File: src/rtl/xadc_aux_scanner.sv
`default_nettype none
// ============================================================================
// Module   : xadc_aux_scanner
// Brief    : Scans a block of XADC auxiliary channels over the DRP port on
//            each end-of-sequence pulse, averages 2**AVG_LOG2 readings per
//            channel and raises a per-channel high-threshold alarm.
// Revision : 1.0 - initial release
// ============================================================================
module xadc_aux_scanner #(
    parameter int NUM_CH   = 4,
    parameter int BASE_CH  = 0,
    parameter int AVG_LOG2 = 2,
    parameter int TIMEOUT  = 63
) (
    input  logic                   DCLK,
    input  logic                   RESET,
    input  logic                   EOS,
    input  logic [15:0]            THRESH_HI,
    output logic                   DEN,
    output logic                   DWE,
    output logic [6:0]             DADDR,
    output logic [15:0]            DI,
    input  logic [15:0]            DO,
    input  logic                   DRDY,
    output logic [NUM_CH*16-1:0]   MEASURED_AUX,
    output logic [NUM_CH-1:0]      SAMPLE_VALID,
    output logic [NUM_CH-1:0]      ALM_HI,
    output logic                   SCAN_DONE,
    output logic                   TIMEOUT_ERR
);

    localparam int         c_ACC_W = 12 + AVG_LOG2;
    localparam int         c_CNT_W = AVG_LOG2 + 1;
    localparam logic [c_CNT_W-1:0] c_FULL  = c_CNT_W'(1 << AVG_LOG2);
    localparam logic [6:0] c_ADDR0 = 7'(16 + BASE_CH);
    localparam logic [7:0] c_TMO   = 8'(TIMEOUT);
    localparam logic [3:0] c_LAST  = 4'(NUM_CH - 1);

    localparam logic [1:0] c_ST_IDLE = 2'd0;
    localparam logic [1:0] c_ST_REQ  = 2'd1;
    localparam logic [1:0] c_ST_WAIT = 2'd2;
    localparam logic [1:0] c_ST_NEXT = 2'd3;

    logic [1:0]          r_state;
    logic [3:0]          r_idx;
    logic [7:0]          r_tmr;
    logic [c_ACC_W-1:0]  r_acc  [NUM_CH];
    logic [c_CNT_W-1:0]  r_cnt  [NUM_CH];
    logic [15:0]         r_meas [NUM_CH];
    logic [NUM_CH-1:0]   r_valid;
    logic [NUM_CH-1:0]   r_alm;
    logic                r_done;
    logic                r_terr;
    logic                r_den;
    logic [6:0]          r_daddr;

    logic [c_ACC_W-1:0]  w_acc_cur;
    logic [c_CNT_W-1:0]  w_cnt_cur;
    logic [c_ACC_W-1:0]  w_sum;
    logic [c_CNT_W-1:0]  w_cnt_nxt;
    logic                w_full;
    logic [11:0]         w_avg;
    logic                w_alarm;
    logic                w_last;
    logic                w_unused_bits;

    // Select the accumulator and sample count of the channel being read
    always_comb begin
        w_acc_cur = '0;
        w_cnt_cur = '0;
        for (int k = 0; k < NUM_CH; k++) begin
            if (r_idx == 4'(k)) begin
                w_acc_cur = r_acc[k];
                w_cnt_cur = r_cnt[k];
            end
        end
    end

    // The sum can never exceed 2**AVG_LOG2 * 4095, so c_ACC_W bits suffice
    assign w_sum         = w_acc_cur + c_ACC_W'(DO[15:4]);
    assign w_cnt_nxt     = w_cnt_cur + c_CNT_W'(1);
    assign w_full        = (w_cnt_nxt == c_FULL);
    assign w_avg         = 12'(w_sum >> AVG_LOG2);
    assign w_alarm       = (w_avg >= THRESH_HI[15:4]);
    assign w_last        = (r_idx == c_LAST);
    // Low nibbles of the ADC format carry no information here
    assign w_unused_bits = ^{DO[3:0], THRESH_HI[3:0]};

    // Scan sequencer, DRP handshake, averaging and result registers
    always_ff @(posedge DCLK) begin
        if (RESET) begin
            r_state <= c_ST_IDLE;
            r_idx   <= '0;
            r_tmr   <= '0;
            r_valid <= '0;
            r_alm   <= '0;
            r_done  <= 1'b0;
            r_terr  <= 1'b0;
            r_den   <= 1'b0;
            r_daddr <= '0;
            for (int k = 0; k < NUM_CH; k++) begin
                r_acc[k]  <= '0;
                r_cnt[k]  <= '0;
                r_meas[k] <= '0;
            end
        end else begin
            r_den   <= 1'b0;
            r_valid <= '0;
            r_done  <= 1'b0;
            case (r_state)
                c_ST_IDLE: begin
                    if (EOS) begin
                        r_state <= c_ST_REQ;
                        r_idx   <= '0;
                        r_den   <= 1'b1;
                        r_daddr <= c_ADDR0;
                    end
                end
                c_ST_REQ: begin
                    r_state <= c_ST_WAIT;
                    r_tmr   <= '0;
                end
                c_ST_WAIT: begin
                    // DRDY wins over an expiring counter in the same cycle
                    if (DRDY) begin
                        r_state <= c_ST_NEXT;
                        r_done  <= w_last;
                        for (int k = 0; k < NUM_CH; k++) begin
                            if (r_idx == 4'(k)) begin
                                if (w_full) begin
                                    r_acc[k]   <= '0;
                                    r_cnt[k]   <= '0;
                                    r_meas[k]  <= {w_avg, 4'b0000};
                                    r_valid[k] <= 1'b1;
                                    r_alm[k]   <= w_alarm;
                                end else begin
                                    r_acc[k] <= w_sum;
                                    r_cnt[k] <= w_cnt_nxt;
                                end
                            end
                        end
                    end else if (r_tmr == c_TMO) begin
                        r_state <= c_ST_NEXT;
                        r_terr  <= 1'b1;
                        r_done  <= w_last;
                    end else begin
                        r_tmr <= r_tmr + 8'd1;
                    end
                end
                c_ST_NEXT: begin
                    if (!w_last) begin
                        r_state <= c_ST_REQ;
                        r_idx   <= r_idx + 4'd1;
                        r_den   <= 1'b1;
                        r_daddr <= c_ADDR0 + 7'(r_idx + 4'd1);
                    end else begin
                        r_state <= c_ST_IDLE;
                        r_idx   <= '0;
                    end
                end
                default: r_state <= c_ST_IDLE;
            endcase
        end
    end

    // Flatten the per-channel result registers onto the output bus
    generate
        for (genvar g = 0; g < NUM_CH; g++) begin : g_meas_out
            assign MEASURED_AUX[16*g +: 16] = r_meas[g];
        end
    endgenerate

    assign DEN          = r_den;
    assign DWE          = 1'b0;
    assign DADDR        = r_daddr;
    assign DI           = 16'h0000;
    assign SAMPLE_VALID = r_valid;
    assign ALM_HI       = r_alm;
    assign SCAN_DONE    = r_done;
    assign TIMEOUT_ERR  = r_terr;

endmodule
`default_nettype wire

File: config.mk
export PLATFORM = sky130hd
export DESIGN_NAME = xadc_aux_scanner
export DESIGN_NICKNAME = d
export VERILOG_FILES = /design/src/rtl/xadc_aux_scanner.sv
export SDC_FILE = /design/constraint.sdc
export NUM_CORES = 1
export LEC_CHECK = 0
export ABC_AREA = 1
export BUFFER_PORTS_ARGS = -buffer_cell sky130_fd_sc_hd__clkbuf_2
export CAP_MARGIN = 25
export CORE_UTILIZATION = 45
export CTS_CLUSTER_SIZE = 16
export DETAILED_ROUTE_END_ITERATION = 10
export PLACE_DENSITY = 0.71
export SYNTH_ARGS = -nofsm -noshare
export SYNTH_HDL_FRONTEND = slang
export SYNTH_SLANG_ARGS = --single-unit
File: constraint.sdc
create_clock -name DCLK -period 5.6 [get_ports DCLK]
set_clock_uncertainty 0.2 [all_clocks]
set_input_delay 1.12 -clock DCLK [delete_from_list [all_inputs] [get_ports DCLK]]
set_output_delay 1.12 -clock DCLK [all_outputs]
set_load 0.1 [all_outputs]
# Yosys cells after proc, flatten, opt, wreduce, memory -nomap -nowiden
# Memory sizes are Yosys's and may differ from the RTL's.
# Cells that the tools add are included.
# Widths: inputs -> output; s select.
[word_totals]
ff_bits = 32
ram_bits = 116
output_inout_bits = 99
memories = 3
[memory_table]
columns = ["name", "depth", "word_bits", "rd", "rd_ports_with_merged_regs", "wr", "line", "source"]
rows = [
  ["r_acc", 4, 14, 4, 0, 4, "47", "logic [c_ACC_W-1:0] r_acc [NUM_CH];"],
  ["r_meas", 4, 12, 4, 0, 4, "49", "logic [15:0] r_meas [NUM_CH];"],
  ["r_cnt", 4, 3, 4, 0, 4, "48", "logic [c_CNT_W-1:0] r_cnt [NUM_CH];"],
]
[op_classes]
n_addsub = 6
n_lt_le_gt_ge = 1
n_eq_ne = 13
n_mux = 91
bitwise = 22
reduce_logical = 15
[ops]
columns = ["cell", "count"]
rows = [
  ["$mux 14", 12],
  ["$mux 1", 49],
  ["$mux 12", 4],
  ["$mux 3", 12],
  ["$or 1x1->1", 20],
  ["$mux 8", 2],
  ["$pmux 8 s2", 1],
  ["$reduce_and 4->1", 4],
  ["$add 14x12->14", 1],
  ["$mux 7", 2],
  ["$pmux 7 s2", 1],
  ["$ge 12x12->1", 1],
  ["$reduce_and 3->1", 3],
  ["$add 8x1->8 const B", 1],
  ["$eq 4x2->1 const B", 2],
  ["$eq 8x6->1 const B", 1],
  ["$mux 4", 2],
  ["$ne 2x2->1 const B", 4],
  ["$pmux 2 s4", 1],
  ["$pmux 4 s2", 1],
  ["$add 5x5->6 const A", 1],
  ["$mux 2", 3],
  ["$add 4x1->5 const B", 1],
  ["$add 4x1->4 const B", 1],
  ["14 further kinds", 18],
]

# Depth between registers and ports, before layout
[logic_depth]
depth_word = 15
depth_mapped = 28
ltp_nobuf = 27

# Worst setup path before layout
# OpenSTA, ideal clock, no wires.
[synth_path]
path_type = "flip-flop to flip-flop"
startpoint = "register r_idx[0]"
endpoint = "register r_alm[0], in the netlist ALM_HI[0]"
t_arrival_ns = 3.995
required_ns = 5.284
slack_ns = 1.289
stages_incl_launch_ff = 24
n_path_buf = 2
synth_period_minus_slack_ns = 4.311
cell_sequence = "dfxtp_1 inv_1 ha_1 nand2_2 buf_2 clkinv_1 clkbuf_1 a221oi_1 o21ai_0 ha_1 fa_1 nand3_1 nand2_1 nand3_1 nand4_1 xnor2_1 inv_1 ha_1 nand2_1 nor2_1 a211oi_1 nand4_1 nand4_1 nand2_1"
[synth_rtl]
columns = ["item", "line", "source"]
rows = [
  ["start: declaration", "45", "logic [3:0] r_idx;"],
  ["start signal: assignment", "153", "r_idx <= r_idx + 4'd1;"],
  ["$logic_not 4->1", "72", "if (r_idx == 4'(k)) begin"],
  ["$mux 14 (3 in series)", "72", ""],
  ["$mux 14 (*)", "72", ""],
  ["$add 14x12->14 (*)", "80", "assign w_sum = w_acc_cur + c_ACC_W'(DO[15:4]);"],
  ["net w_sum[12]", "59", "logic [c_ACC_W-1:0] w_sum;"],
  ["$ge 12x12->1 (*)", "84", "assign w_alarm = (w_avg >= THRESH_HI[15:4]);"],
  ["end signal: indexed assignment", "135", "r_alm[k] <= w_alarm;"],
  ["end: declaration", "51", "logic [NUM_CH-1:0] r_alm;"],
]
# The timed path passes the listed nets; every way through them passes the cells marked *.
# A chain may end at the register's enable or synchronous reset.

# Final worst setup path
[layout_path]
startpoint = "register r_idx[0]"
endpoint = "register r_alm[2], in the netlist ALM_HI[2]"
# Same word-level chain as after synthesis.

==> flow_metrics.py <==
metrics = {
    "setup_path": {
        "worstPathArrival_ns": 4.99,
        "path_class": "flop to flop",
        "reg2reg_to": "ALM_HI[2]",
        "end_kind": "flop",
        "start_kind": "flop",
        "worstPathMaxFanout": 17,
        "cp_data_required_time_ns": 5.77,
        "rr_worst_depth": 24,
        "crit_start": "r_idx[0]",
        "r2r_slack_ns": 0.78,
        "r2r_start": "r_idx[0]",
        "crit_end": "ALM_HI[2]",
    },
    "sta": {
        "hold_viol": 0,
        "relSlewSlack_pct": 46.3,
        "fin_setup_tns_ns": 0,
        "slew_viol_final": 0,
        "whs_ns": 0.265,
        "finalSetupViolCount": 0,
        "worst_pin_slew_ns": 0.803,
        "rsz0062_at_grt": "false",
        "period_needed_ns": 4.82,
        "period_share_pct": 86.0,
        "max_freq_mhz": 208,
    },
    "finish": {
        "stdcell_count": 1058,
        "fillerInstances": 1417,
        "diodes": 0,
        "nets": 907,
        "drive_above_1_share_pct": 17.4,
        "area_delta_synth_final_pct": 16.7,
    },
    "clocking": {
        "cts_tree": "built",
        "clockBufferDepth": 2,
        "htree_levels": 4,
        "cts_resized": 0,
        "clk_pin_slew_worst_paths_ns": 0.06,
        "postCtsSetupRepairBufs": 0,
        "cts_sinks": 147,
        "cts_hold_buf": 0,
        "cts-root-buf": "clkbuf_16",
        "cts_made_buffers": 17,
        "worstSkewPairLatency_ns": 0.43,
    },
    "hold_path": {
        "hold_path_class": "flop to flop",
        "holdCritStartpoint": "TIMEOUT_ERR",
    },
    "pwr": {
        "ir_worst_vdd_uv": 386,
        "clkPwrFrac_pct": 34.6,
        "p_comb_share_pct": 28.0,
        "p_leak_nw": 3.81,
        "switchingPower_w": 0.00121,
        "p_per_area_nw_per_um2": 401,
        "pwr-share-seq_pct": 37.4,
        "swShare_pct": 36.0,
        "p_int_w": 0.00216,
    },
    "detailed_routing": {
        "vias": 5356,
        "first_iter_violations": 466,
        "viasPerCell": 5.06,
        "ant_nets": 0,
        "wl_per_cell_um": 15.4,
        "drc": 0,
        "dr.pass1.iters": 8,
        "drt_wl_total_um": 16300,
    },
    "logic_synthesis": {
        "synth_top_flop_cell": "edfxtp_1",
        "synth_seq_cells": 147,
        "synthTopCellsByCount": "nor2_1 (133), edfxtp_1 (116), nand2_1 (95)",
        "synth_area_um2": 7200,
        "synthTopCellsByArea": "edfxtp_1 (48%), dfxtp_1 (8.6%), nor2_1 (6.9%), ha_1 (6.3%), nand2_1 (5.0%)",
        "synthCells": 730,
        "yosysWarnings": 0,
        "synth_top_area_share_pct": 48.4,
        "ys_seq_area_share_pct": 57.0,
        "yosys.area.top_type": "edfxtp_1",
        "yosysMostFrequentCell": "nor2_1",
        "synth_edf_count": 116,
        "ys_types": 40,
        "synthArstFlopShare_pct": 0,
        "synth_area_per_cell_um2": 9.87,
    },
    "global_routing": {
        "grt_pass1_vias": 4991,
        "antenna_found_initial": 0,
        "grt_max_degree": 24,
        "grt_use_total_pct": 20.7,
        "grt_overflow_total": 0,
        "grt_pass1_wl_um": 25400,
    },
    "die": {
        "dieArea_um2": 16500,
        "fp.dieW_um": 129,
        "row_count": 45,
        "initial_core_util_pct": 46.7,
        "die_y_um": 129,
        "io_pins": 135,
        "core_um2": 15400,
    },
    "placement": {
        "dp_hpwl_um": 10800,
        "port_buffers": 92,
        "place.gp.congestion": 0.868,
        "dpl.cell_count": 1026,
    },
    "outcome": {
        "outcome": "completed",
    },
    "flow_run": {
        "drv_cap": 0,
    },
}
-- metrics by stage --
step / setup slack [ns] / cell area (um^2) / total power, W / utilization (%)
2_1_floorplan: 1.29 / 7330 / 0.00198 / -
3_3_place_gp: 0.870 / 7800 / 0.00221 / 50.6
3_5_place_dp: 0.828 / 7800 / 0.00222 / 50.6
4_1_cts: 0.808 / 8410 / 0.00338 / 54.5
5_1_grt: 0.271 / 8410 / 0.00352 / 54.5
6_report: 0.784 / 8410 / 0.00337 / 54.5
-- logic make-up (layout without fill, tap and decap cells) --
group / Yosys count / count (layout) / synth area share [%]
AO/OA/AOI/OAI: 101 / 101 / 8.15
buffers and inverters: 132 / 216 / 9.00
other: 1 / 34 / 0.0521
XOR/XNOR: 13 / 13 / 1.58
AND/OR/NAND/NOR: 299 / 299 / 17.7
flip-flops: 147 / 147 / 57.0
adder cells (fa/ha/maj): 37 / 37 / 6.53
-- flip-flops by register name (all words and copies together), names as in the netlist --
| register | flops |
|---|---|
| ALM_HI | 4 |
| DEN | 1 |
| r_state | 2 |
| TIMEOUT_ERR | 1 |
| SCAN_DONE | 1 |
| r_meas | 48 |
| r_cnt | 12 |
| r_acc | 56 |
| r_tmr | 8 |
| r_idx | 4 |
| SAMPLE_VALID | 4 |
| DADDR | 6 |
-- power by group through the flow --
| stage | combinational (W) | sequential (W) | clock (W) |
|---|---|---|---|
| 5_1_grt | 0.00103 | 0.00127 | 0.00122 |
| 4_1_cts | 0.000947 | 0.00126 | 0.00117 |
| 6_report | 0.000943 | 0.00126 | 0.00116 |
| 3_3_place_gp | 0.000924 | 0.00128 | 0 |
| 2_1_floorplan | 0.000569 | 0.00141 | 0 |
| 3_5_place_dp | 0.000939 | 0.00128 | 0 |
-- critical path: stages (launching register included) --
cell,delay [ns]
dfxtp_1,0.42
ha_1,0.28
nand2_1,0.13
inv_2,0.32
a22oi_1,0.16
nand2_1,0.09
o21ai_0,0.06
o21ai_0,0.31
ha_1,0.35
a21oi_1,0.14
nand2_1,0.12
a21oi_1,0.22
o21ai_0,0.17
a21oi_1,0.18
xor2_1,0.22
inv_1,0.07
ha_1,0.29
nand2_1,0.05
inv_1,0.05
nand3_1,0.09
nor4_1,0.23
nand2_1,0.09
nand4_1,0.29
nand4_1,0.13
nand2_1,0.08
-- per-layer routing --
metal  up-vias  share of wire, %  global-route usage (%)
met5         -                 0                       0
met4         0               1.8                    7.54
met3        28               6.6                    4.91
met2       192                49                    34.5
met1      2516                43                    26.2
li1       2620                 -                       -
-- worst min-delay path by stage --
stage	cells past startpoint	slack, ns	to
finish	1	0.26	TIMEOUT_ERR
floorplan	2	0.26	r_tmr[1]
global placement	1	0.25	TIMEOUT_ERR
CTS	2	0.27	DADDR[3]
detailed placement	1	0.26	TIMEOUT_ERR
global route	2	0.30	DADDR[3]
-- area by class of cell --
cell class / count / area (um^2) / share of cell area [%]
clock inverters: 13 / 171 / 2.04
inverters: 77 / 289 / 3.44
clock buffers: 19 / 433 / 5.15
multi-input cells: 484 / 2570 / 30.6
well taps: 211 / 264 / 3.14
repair buffers: 107 / 573 / 6.82
flip-flops and latches: 147 / 4100 / 48.8
-- cell usage in the layout (no fill, tap or decap), types with 6 or more instances in the layout --
master and count:
nand2_1 95, xor2_1 7, o21ai_1 6, nand3_1 33, nor2_1 133, clkbuf_2 92, edfxtp_1 116, o21ai_0 31
xnor2_1 6, nand4_1 15, clkbuf_16 17, buf_4 15, nor3_1 9, ha_1 36, a21oi_1 35, dfxtp_1 31
conb_1 34, a221oi_1 9, inv_1 74
No activity file was read; power rests on OpenSTA's default activity.
